## src/rtl/tipi_sout_pkg.sv

```systemverilog
// rtl/tipi_sout_pkg.sv - shared types and constants for the shift-out sequencer
package tipi_sout_pkg;

  localparam int BITS        = 8;
  localparam int DIV_DEFAULT = 4;

  typedef enum logic [1:0] {
    IDLE     = 2'd0,
    SHIFT_LO = 2'd1,
    SHIFT_HI = 2'd2,
    LATCH    = 2'd3
  } state_t;

  // A lone request wins outright; on a tie the requester not granted last wins.
  function automatic logic rr_pick(input logic [1:0] req, input logic last);
    if (req == 2'b01) return 1'b0;
    if (req == 2'b10) return 1'b1;
    return ~last;
  endfunction

endpackage

```

## src/rtl/shift_out_sequencer_if.sv

```systemverilog
// rtl/shift_out_sequencer_if.sv - requester/host signal bundle for the shift-out sequencer
interface shift_out_sequencer_if;

  logic [1:0] req;
  logic [7:0] byte0;
  logic [7:0] byte1;
  logic [1:0] gnt;
  logic       busy;
  logic       sclk;
  logic       sdout;
  logic       sle;
  logic       done;
  logic       owner;

  modport master (
    output req, byte0, byte1,
    input  gnt, busy, sclk, sdout, sle, done, owner
  );

  modport slave (
    input  req, byte0, byte1,
    output gnt, busy, sclk, sdout, sle, done, owner
  );

endinterface

```

## src/rtl/sout_phase_timer.sv

```systemverilog
// rtl/sout_phase_timer.sv - half-period down-counter, reloaded on every phase entry
module sout_phase_timer
  import tipi_sout_pkg::*;
#(
  parameter int DIV = DIV_DEFAULT
) (
  input  logic clk,
  input  logic reset,
  input  logic load,
  output logic expire
);

  localparam logic [7:0] RELOAD = 8'(DIV - 1);

  logic [7:0] cnt;

  always_ff @(posedge clk or posedge reset) begin
    if (reset) begin
      cnt <= 8'd0;
    end else if (load) begin
      cnt <= RELOAD;
    end else if (cnt != 8'd0) begin
      cnt <= cnt - 8'd1;
    end
  end

  assign expire = (cnt == 8'd0);

endmodule

```

## src/rtl/shift_out_sequencer.sv

```systemverilog
// rtl/shift_out_sequencer.sv - two-requester round-robin byte serializer with latch strobe
module shift_out_sequencer
  import tipi_sout_pkg::*;
#(
  parameter int DIV = DIV_DEFAULT
) (
  input  logic                  clk,
  input  logic                  reset,
  shift_out_sequencer_if.slave  bus
);

  state_t          state;
  state_t          state_nx;
  logic            expire;
  logic            load;
  logic            take;
  logic            pick;
  logic            last;
  logic            owner_q;
  logic [BITS-1:0] shreg;
  logic [2:0]      bit_cnt;
  logic [2:0]      bit_inc;
  logic            bit_term;

  // reset gates take so no grant can leak out while reset is held
  assign take = (state == IDLE) && (bus.req != 2'b00) && !reset;
  assign pick = rr_pick(bus.req, last);
  assign load = take || ((state != IDLE) && expire);
  assign {bit_term, bit_inc} = {1'b0, bit_cnt} + 4'd1;

  sout_phase_timer #(.DIV(DIV)) u_timer (
    .clk    (clk),
    .reset  (reset),
    .load   (load),
    .expire (expire)
  );

  always_ff @(posedge clk or posedge reset) begin
    if (reset) begin
      state <= IDLE;
    end else begin
      state <= state_nx;
    end
  end

  always_comb begin
    state_nx = state;
    case (state)
      IDLE:     if (take)   state_nx = SHIFT_LO;
      SHIFT_LO: if (expire) state_nx = SHIFT_HI;
      SHIFT_HI: if (expire) state_nx = bit_term ? LATCH : SHIFT_LO;
      LATCH:    if (expire) state_nx = IDLE;
      default:              state_nx = IDLE;
    endcase
  end

  always_comb begin
    bus.gnt  = 2'b00;
    if (take) bus.gnt = pick ? 2'b10 : 2'b01;
    bus.busy = (state != IDLE);
    bus.sclk = (state == SHIFT_HI);
    bus.sle  = (state == LATCH);
    bus.done = (state == LATCH) && expire;
  end

  always_ff @(posedge clk or posedge reset) begin
    if (reset) begin
      shreg   <= '0;
      bit_cnt <= 3'd0;
      last    <= 1'b1;
      owner_q <= 1'b0;
    end else if (take) begin
      shreg   <= pick ? bus.byte1 : bus.byte0;
      bit_cnt <= 3'd0;
      last    <= pick;
      owner_q <= pick;
    end else if ((state == SHIFT_HI) && expire) begin
      shreg   <= {shreg[BITS-2:0], 1'b0};
      bit_cnt <= bit_inc;
    end
  end

  assign bus.sdout = shreg[BITS-1];
  assign bus.owner = owner_q;

endmodule

```

## src/flat_wrapper.sv

```systemverilog
// flat-port wrapper written by rule: the top's interface ports become plain ports
module shift_out_sequencer_flat import tipi_sout_pkg::*;
#(
  parameter int DIV = DIV_DEFAULT
)
  (clk, reset, bus_req, bus_byte0, bus_byte1, bus_gnt, bus_busy, bus_sclk, bus_sdout, bus_sle, bus_done, bus_owner);
  shift_out_sequencer_if bus_i ();
  input  logic clk;
  input  logic reset;
  input wire logic [$bits(bus_i.req)-1:0] bus_req;
  input wire logic [$bits(bus_i.byte0)-1:0] bus_byte0;
  input wire logic [$bits(bus_i.byte1)-1:0] bus_byte1;
  output wire logic [$bits(bus_i.gnt)-1:0] bus_gnt;
  output wire logic [$bits(bus_i.busy)-1:0] bus_busy;
  output wire logic [$bits(bus_i.sclk)-1:0] bus_sclk;
  output wire logic [$bits(bus_i.sdout)-1:0] bus_sdout;
  output wire logic [$bits(bus_i.sle)-1:0] bus_sle;
  output wire logic [$bits(bus_i.done)-1:0] bus_done;
  output wire logic [$bits(bus_i.owner)-1:0] bus_owner;
  assign bus_i.req = bus_req;
  assign bus_i.byte0 = bus_byte0;
  assign bus_i.byte1 = bus_byte1;
  assign bus_gnt = bus_i.gnt;
  assign bus_busy = bus_i.busy;
  assign bus_sclk = bus_i.sclk;
  assign bus_sdout = bus_i.sdout;
  assign bus_sle = bus_i.sle;
  assign bus_done = bus_i.done;
  assign bus_owner = bus_i.owner;
  shift_out_sequencer #(.DIV(DIV)) u_core (.clk(clk), .reset(reset), .bus(bus_i));
endmodule
```

## config.mk

```make
export PLATFORM = sky130hd
export DESIGN_NAME = shift_out_sequencer_flat
export DESIGN_NICKNAME = d
export VERILOG_FILES = /design/src/rtl/tipi_sout_pkg.sv /design/src/rtl/shift_out_sequencer_if.sv /design/src/rtl/sout_phase_timer.sv /design/src/rtl/shift_out_sequencer.sv /design/src/flat_wrapper.sv
export SDC_FILE = /design/constraint.sdc
export NUM_CORES = 1
export LEC_CHECK = 0
export BUFFER_PORTS_ARGS = -buffer_cell sky130_fd_sc_hd__clkbuf_2
export CAP_MARGIN = 20
export CORE_ASPECT_RATIO = 0.75
export CORE_UTILIZATION = 57
export DETAILED_ROUTE_END_ITERATION = 6
export PLACE_DENSITY = 0.84
export SLEW_MARGIN = 20
export SYNTH_ARGS = -nofsm -noshare
export SYNTH_HDL_FRONTEND = slang
export SYNTH_SLANG_ARGS = --single-unit
export TNS_END_PERCENT = 30
```

## constraint.sdc

```tcl
create_clock -name clk -period 3.03 [get_ports clk]
set_input_delay 0.1515 -clock clk [delete_from_list [all_inputs] [get_ports clk]]
set_output_delay 0.1515 -clock clk [all_outputs]
set_load 0.02 [all_outputs]
```

==> reports/results.ini, run 1 <==
[place]
routabilityCongestion = 0.8981
dp.cells = 167
place_area_sq_mm = 0.001408
place_hpwl_mm = 2.042
port_buffers = 27

[pwr]
pwr_density_cell_mw_per_mm2 = 899.5
vdd_ir_drop_max_uv = 648.4
p_int_w = 0.0007564
p_leak_nw = 0.6945
switching_share_pct = 41.41
power_frac_seq_pct = 45.3
p_comb_share_pct = 44.0
total_power_w = 0.001291
pwr-share-clk_pct = 10.8
power_switching_w = 0.0005345

[clock_network]
cts_setup_buffers = 0
cts_sinks = 23
cts_tree = done
cts-root-buf = clkbuf_4
cts.clk_slew.worst_paths_ns = 0.12
cts-buffers-inserted = 3
cts_max_level = 1
cts_resized = 0
cts_buffer_depth = 2
insertion_delay_ns = 0.31
hold_buffers = 0

[sta]
rsz0062_at_grt = false
period_share_pct = 71.50
relSlewSlack_pct = 41.69
min_period_ns = 2.166
setup_tns_ns = 0
hold_violations = 0
setup_viol = 0
finalClockSkew_ns = 0.006202
tightest_slew_ns = 0.8688
drv_slew = 0
max_freq_mhz = 461.6

[min_path]
hold_class = primary input to async pin

[synthesis]
ys_top_cells_by_area = dfrtp_1 (44%), mux2i_1 (8.8%), a222oi_1 (5.6%)
synth_top_area_share_pct = 43.91
synth_edf_count = 0
syn_area_sq_mm = 0.001254
yosys_warnings = 0
syn_avg_cell_area_sq_um = 10.54
syn-num-nets = 142
synthDistinctLibCells = 34
seq_area_frac_synth_pct = 46.01
syn_inst = 119
ys_dominant_reg_cell = dfrtp_1
yosysTopAreaCell = dfrtp_1
synthArstFlopShare_pct = 100.0
ys_seq_elements = 23

[route]
vias_per_cell = 5.865
final_antenna_net_count = 0
totalWireLength_mm = 2.647
drt-pass1-iter-count = 7
drc = 0
wl_per_cell_microns = 15.48
vias = 1003
drt_iter0_markers = 66

[cells_and_area]
seqCellArea_sq_um = 576.8
fin_area_sq_mm = 0.001435
utilization_pct = 70.63
fill_cells = 165
layout-drive-gt1-share_pct = 26.53
fin_nets = 171
area_delta_synth_final_pct = 14.47
stdcell_count = 171
antennaDiodeCount = 0
multi_input_area_sq_um = 624.3

[worst_setup_path]
required_ns = 2.88
cpMaxStageDelayCell = or4_4
cp-end-kind = output pin
path_cells = or4_4, nor3_1, and2_1, clkbuf_2
cpPeakStageDelay_ns = 0.60
path_max_fanout = 6
cp.arrival_ns = 2.01
worst-setup-path-type = register to output pin
start_kind = register

[grt]
grt-ovfl-total = 0
grt_pass1_vias = 1015
grt_pass1_wl_mm = 4.491
grt_use_total_pct = 24.71
grt_max_degree = 24
antenna_found_initial = 0

[floorplanning]
fp.dieH_microns = 42.62
die_w_microns = 56.16
initial_core_util_pct = 61.70
core_area_sq_mm = 0.002032
io_pins = 28
dieArea_sq_mm = 0.002393
std_cell_rows = 14

[flow_run]
cap_violations = 0

[status]
status = finished clean

## per-stage QoR
step,setup WS [ns],hold WS [ns]
final,0.8636,0.003020
after global routing,0.7235,0.07198
after CTS,0.8357,0.02261
after detailed placement,1.122,0.3757
after global placement,1.177,0.3604
after floorplan,1.202,0.1527
## layout by cell type, fill, tap and decap left out, types with 2 or more instances in the layout
master and n:
a21o_1 4, nor3_1 2, and2_1 2, a222oi_1 7
or3_1 2, nor2b_1 2, clkbuf_4 3, nor2_1 7
xnor2_1 3, ha_1 3, nand2b_1 4, nor4_1 3
dfrtp_1 22, a21oi_1 4, nand2_1 7, o21ai_1 4
inv_1 11, mux2i_1 11, clkbuf_2 27, nor3_2 2
and3_1 2
## cell families (layout without fill, tap and decap cells)
logic type | after synthesis | after routing | share of synthesized area, %
adders and majority gates | 3 | 3 | 2.994
and+or+nand+nor | 41 | 41 | 20.86
xor gates and xnor gates | 3 | 3 | 2.096
buffers and inverters | 14 | 42 | 4.192
muxes | 11 | 11 | 8.783
AOI/OAI and AO/OA | 24 | 24 | 15.07
DFF | 23 | 23 | 46.01
## per-layer routing
layer  part of all wire (%)  up-vias  GRT usage (%)
met5                      0        -              0
met1                     46      475          33.20
li1                       -      487              -
met2                     47       39          40.00
met4                   0.49        0          6.341
met3                    6.3        2          6.790
## synth_stat cells (all sizes together) (4+ instances only)
master and count:
inv 11, nand2 7, dfrtp 22, a222oi 7, mux2i 11, o21ai 4, a21oi 5, nor2 7
nor3 4, a21o 4, nand2b 4
## power groups by stage
stage / Clock, W / Sequential [W] / Combinational (W)
6_report: 0.000139 / 0.000585 / 0.000567
2_1_floorplan: 0 / 0.000549 / 0.000447
4_1_cts: 0.000143 / 0.000579 / 0.000571
3_5_place_dp: 0 / 0.000584 / 0.000570
3_3_place_gp: 0 / 0.000571 / 0.000541
5_1_grt: 0.000154 / 0.000602 / 0.000632
## critical path, delay by kind of cell (launching register included)
kind	cells	cell delay (ns)
buffers and inverters	1	0.16
DFF	1	0.46
and+or+nand+nor	3	1.08
## sequential cells by signal, summed over array words and instances (netlist names)
name,cells
u_core.u_timer.cnt,8
u_core.state,2
u_core.shreg,8
u_core.bus.owner,1
u_core.last,1
u_core.bit_cnt,3
## final timing paths
check	from	endpoint	slack, ns	cells past startpoint
min reg2reg	u_core.bus.owner$_DFFE_PP0N_	u_core.bus.owner$_DFFE_PP0N_	0.50	1
min	reset	u_core.bit_cnt[0]$_DFFE_PP0P_	0.003	2
max	u_core.u_timer.cnt[2]$_DFFE_PP0P_	bus_done	0.86	4
min in group clk	bus_byte1[0]	u_core.shreg[0]$_DFFE_PP0P_	0.07	3
max reg2reg	u_core.state[0]$_DFFE_PP0P_	u_core.shreg[6]$_DFFE_PP0P_	1.11	4
max in group asynchronous	reset	u_core.shreg[5]$_DFFE_PP0P_	2.50	2
## area by class of cell
| cell class | count | area share [%] |
|---|---|---|
| timing repair buffer | 27 | 9.416 |
| tap | 24 | 2.092 |
| multi-input combinational | 82 | 43.50 |
| sequential | 23 | 40.19 |
| inverter | 11 | 2.877 |
| clock buffer | 3 | 1.569 |
| clock inverter | 1 | 0.3487 |
(Power assumes the default switching activity.)
==> run 2: changes to the inputs <==
ABC_AREA = 1   (was default)
CORE_UTILIZATION = 49   (was 57)
PLACE_DENSITY = 0.76   (was 0.84)
clock period = 1.95 ns   (was 3.03 ns; I/O delays follow)
==> run 2 against run 1 <==
Against the previous run:
- clock skew rose by 0.0048 ns
- via count rose by 32%
- register-to-register slack got worse by 0.66 ns
- clock power rose by 120%
- first-iteration DRC count rose by 64%
- global-route usage fell by 3.5 points
- area after synthesis rose by 17%
- power fell by 35%
- critical path type unchanged
- highest routed layer unchanged
==> reports/results.ini, run 2 <==
[pwr]
pwr_density_cell_mw_per_mm2 = 502.2  ; was 899.5 mW/mm^2
vdd_ir_drop_max_uv = 423.2  ; was 648.4 uV
p_leak_nw = 0.9481  ; was 0.6945 nW

[grt]
grt-busiest-layer = met1  ; was met2
grt_use_total_pct = 21.23  ; was 24.71%
grtUsageMet1_pct = 31.81  ; was 33.20%
grt-ovfl-total = 0  ; unchanged
grt_max_degree = 28  ; was 24
grt_pass1_wl_mm = 5.313  ; was 4.491 mm
grt_use_met2_pct = 31.27  ; was 40.00%
grt_pass1_vias = 1194  ; was 1015
grt_use_met3_pct = 4.861  ; was 6.790%
antenna_found_initial = 0  ; unchanged

[route]
wl_per_cell_microns = 12.21  ; was 15.48 microns
drt_iter0_markers = 108  ; was 66
final_antenna_net_count = 0  ; unchanged
drt-pass1-iter-count = 5  ; was 7
totalWireLength_mm = 3.052  ; was 2.647 mm
vias_per_cell = 5.276  ; was 5.865
drc = 0  ; unchanged
vias = 1319  ; was 1003

[worst_setup_path]
rrSetupSlack_ns = 0.45  ; was 1.11 ns
reg2reg_to = u_core.state[0]$_DFFE_PP0P_  ; was u_core.shreg[6]$_DFFE_PP0P_
required_ns = 1.85  ; was 2.88 ns
worst-setup-path-type = register to output pin  ; unchanged
r2r-start = u_core.state[0]$_DFFE_PP0P_  ; unchanged
cp.arrival_ns = 1.68  ; was 2.01 ns
r2r_cells = 6  ; was 4
start_kind = register  ; unchanged
path_max_fanout = 9  ; was 6
cp-end-kind = output pin  ; unchanged
crit_path_start = u_core.u_timer.cnt[0]$_DFFE_PP0P_  ; was u_core.u_timer.cnt[2]$_DFFE_PP0P_

[synthesis]
ys_seq_elements = 23  ; unchanged
synth_most_common_cell = nand2_1  ; was dfrtp_1
synthArstFlopShare_pct = 100.0  ; unchanged
syn-num-nets = 207  ; was 142
yosysTopAreaCell = dfrtp_1  ; unchanged
seq_area_frac_synth_pct = 39.20  ; was 46.01%
synthDistinctLibCells = 27  ; was 34
synth_edf_count = 0  ; unchanged
yosys_warnings = 0  ; unchanged
syn_area_sq_mm = 0.001471  ; was 0.001254 sq mm
ys_top_cells_by_area = dfrtp_1 (37%), nand3_1 (13%), nand2_1 (11%)  ; was dfrtp_1 (44%), mux2i_1 (8.8%), a222oi_1 (5.6%)
syn_avg_cell_area_sq_um = 7.997  ; was 10.54 sq um
syn_inst = 184  ; was 119
yosys-top-cells-count = nand2_1 (43), nand3_1 (39), dfrtp_1 (22)  ; was dfrtp_1 (22), inv_1 (11), mux2i_1 (11)
ys_dominant_reg_cell = dfrtp_1  ; unchanged
synth_top_area_share_pct = 37.41  ; was 43.91%

[cells_and_area]
layout_commonest_cell = nand2_1  ; was clkbuf_2
area_delta_synth_final_pct = 14.29  ; was 14.47%
layout-drive-gt1-share_pct = 26.17  ; was 26.53%
utilization_pct = 61.76  ; was 70.63%
reg_top3 = u_core.shreg (8), u_core.u_timer.cnt (8), u_core.bit_cnt (3)  ; unchanged
fin_nets = 238  ; was 171
antennaDiodeCount = 0  ; unchanged
fin_area_sq_mm = 0.001682  ; was 0.001435 sq mm
mostFrequentLayoutCells = nand2_1 (43), nand3_1 (39), clkbuf_2 (27)  ; was clkbuf_2 (27), dfrtp_1 (22), inv_1 (11), mux2i_1 (11)

[clock_network]
cts-buffers-inserted = 3  ; unchanged
cts-root-buf = clkbuf_8  ; was clkbuf_4
cts_sinks = 23  ; unchanged
cts.clk_slew.worst_paths_ns = 0.09  ; was 0.12 ns
insertion_delay_ns = 0.27  ; was 0.31 ns
cts_setup_buffers = 0  ; unchanged
cts_buffer_depth = 2  ; unchanged
cts_max_level = 1  ; unchanged
cts_tree = done  ; unchanged

[sta]
hold_violations = 0  ; unchanged
setup_viol = 0  ; unchanged
max_freq_mhz = 561.2
min_period_ns = 1.782
rsz0062_at_grt = false  ; unchanged
relSlewSlack_pct = 72.66  ; was 41.69%
drv_slew = 0  ; unchanged
setup_tns_ns = 0  ; unchanged
tightest_slew_ns = 0.4101  ; was 0.8688 ns
finalClockSkew_ns = 0.01102  ; was 0.006202 ns
period_share_pct = 91.38

[min_path]
hold_path_depth = 3
min_to = u_core.shreg[0]$_DFFE_PP0P_
min_from = bus_byte0[0]
hold_class = primary input to register  ; was primary input to async pin

[place]
port_buffers = 27  ; unchanged
routabilityCongestion = 0.8497  ; was 0.8981
place_hpwl_mm = 2.284  ; was 2.042 mm
place_area_sq_mm = 0.001625  ; was 0.001408 sq mm

[floorplanning]
dieArea_sq_mm = 0.003228  ; was 0.002393 sq mm
std_cell_rows = 16  ; was 14
io_pins = 28  ; unchanged
die_w_microns = 65.28  ; was 56.16 microns
core_area_sq_mm = 0.002723  ; was 0.002032 sq mm
fp.dieH_microns = 49.46  ; was 42.62 microns
initial_core_util_pct = 54.04  ; was 61.70%

[flow_run]
cap_violations = 0  ; unchanged

[status]
status = finished clean  ; unchanged

[run 2: logic make-up after synthesis]
logic type                 synth area share (%)
AOI/OAI and AO/OA                         3.911
xor gates and xnor gates                  1.191
adders and majority gates                 2.551
buffers and inverters                     6.887
DFF                                       39.20
and+or+nand+nor                           46.26
[run 2: final cells by class]
class / count / area, sq um
clock buffer: 3 / 41.29
sequential: 23 / 576.8
tap: 36 / 45.04
fill: 251 / 1041
clock inverter: 1 / 5.005
inverter: 18 / 67.56
timing repair buffer: 29 / 152.6
multi-input combinational: 140 / 793.3
[run 2: layer usage]
metal  share of wire [%]  routed length [microns]
met1                  48                     1470
met2                  45                     1373
met3                 6.1                      187
met4                0.69                       21
met5                   0                        0
[run 2: power by group]
group          total [W]  internal (W)  switching [W]
sequential      0.000482      0.000480     0.00000195
clock           0.000307      0.000143       0.000164
combinational  0.0000552     0.0000224      0.0000328
[run 2: worst max path at each step]
stage / end / cells past startpoint
after floorplan: bus_done / 6
after global placement: u_core.state[0]$_DFFE_PP0P_ / 6
after detailed placement: u_core.state[0]$_DFFE_PP0P_ / 6
after CTS: bus_done / 7
after global routing: bus_done / 7
final: bus_done / 7
[run 2: timing repair]
action                    4_1_cts  5_1_grt
hold buffers                    1        0
hold endpoints to repair       22        0
gates resized for setup         0        0
[run 2: metrics by stage]
step           std cells  hold slack (ns)  setup slack [ns]  total power, W
6_report             250          0.04864            0.1681       0.0008445
5_1_grt              250          0.04817           0.02792       0.0008803
4_1_cts              250          0.04707            0.1703       0.0008531
3_5_place_dp         245           0.2731            0.4484       0.0005465
3_3_place_gp         245           0.2590            0.5076       0.0005453
2_1_floorplan        184         -0.01430            0.5397       0.0005143
[run 2: worst max-delay path, cell delays in order, from the launching register on]
cell and delay (ns):
dfrtp_1 0.40, inv_1 0.11, ha_1 0.19, nand2_2 0.10, nor2_8 0.24, inv_2 0.10, nor2_1 0.09, clkbuf_2 0.17
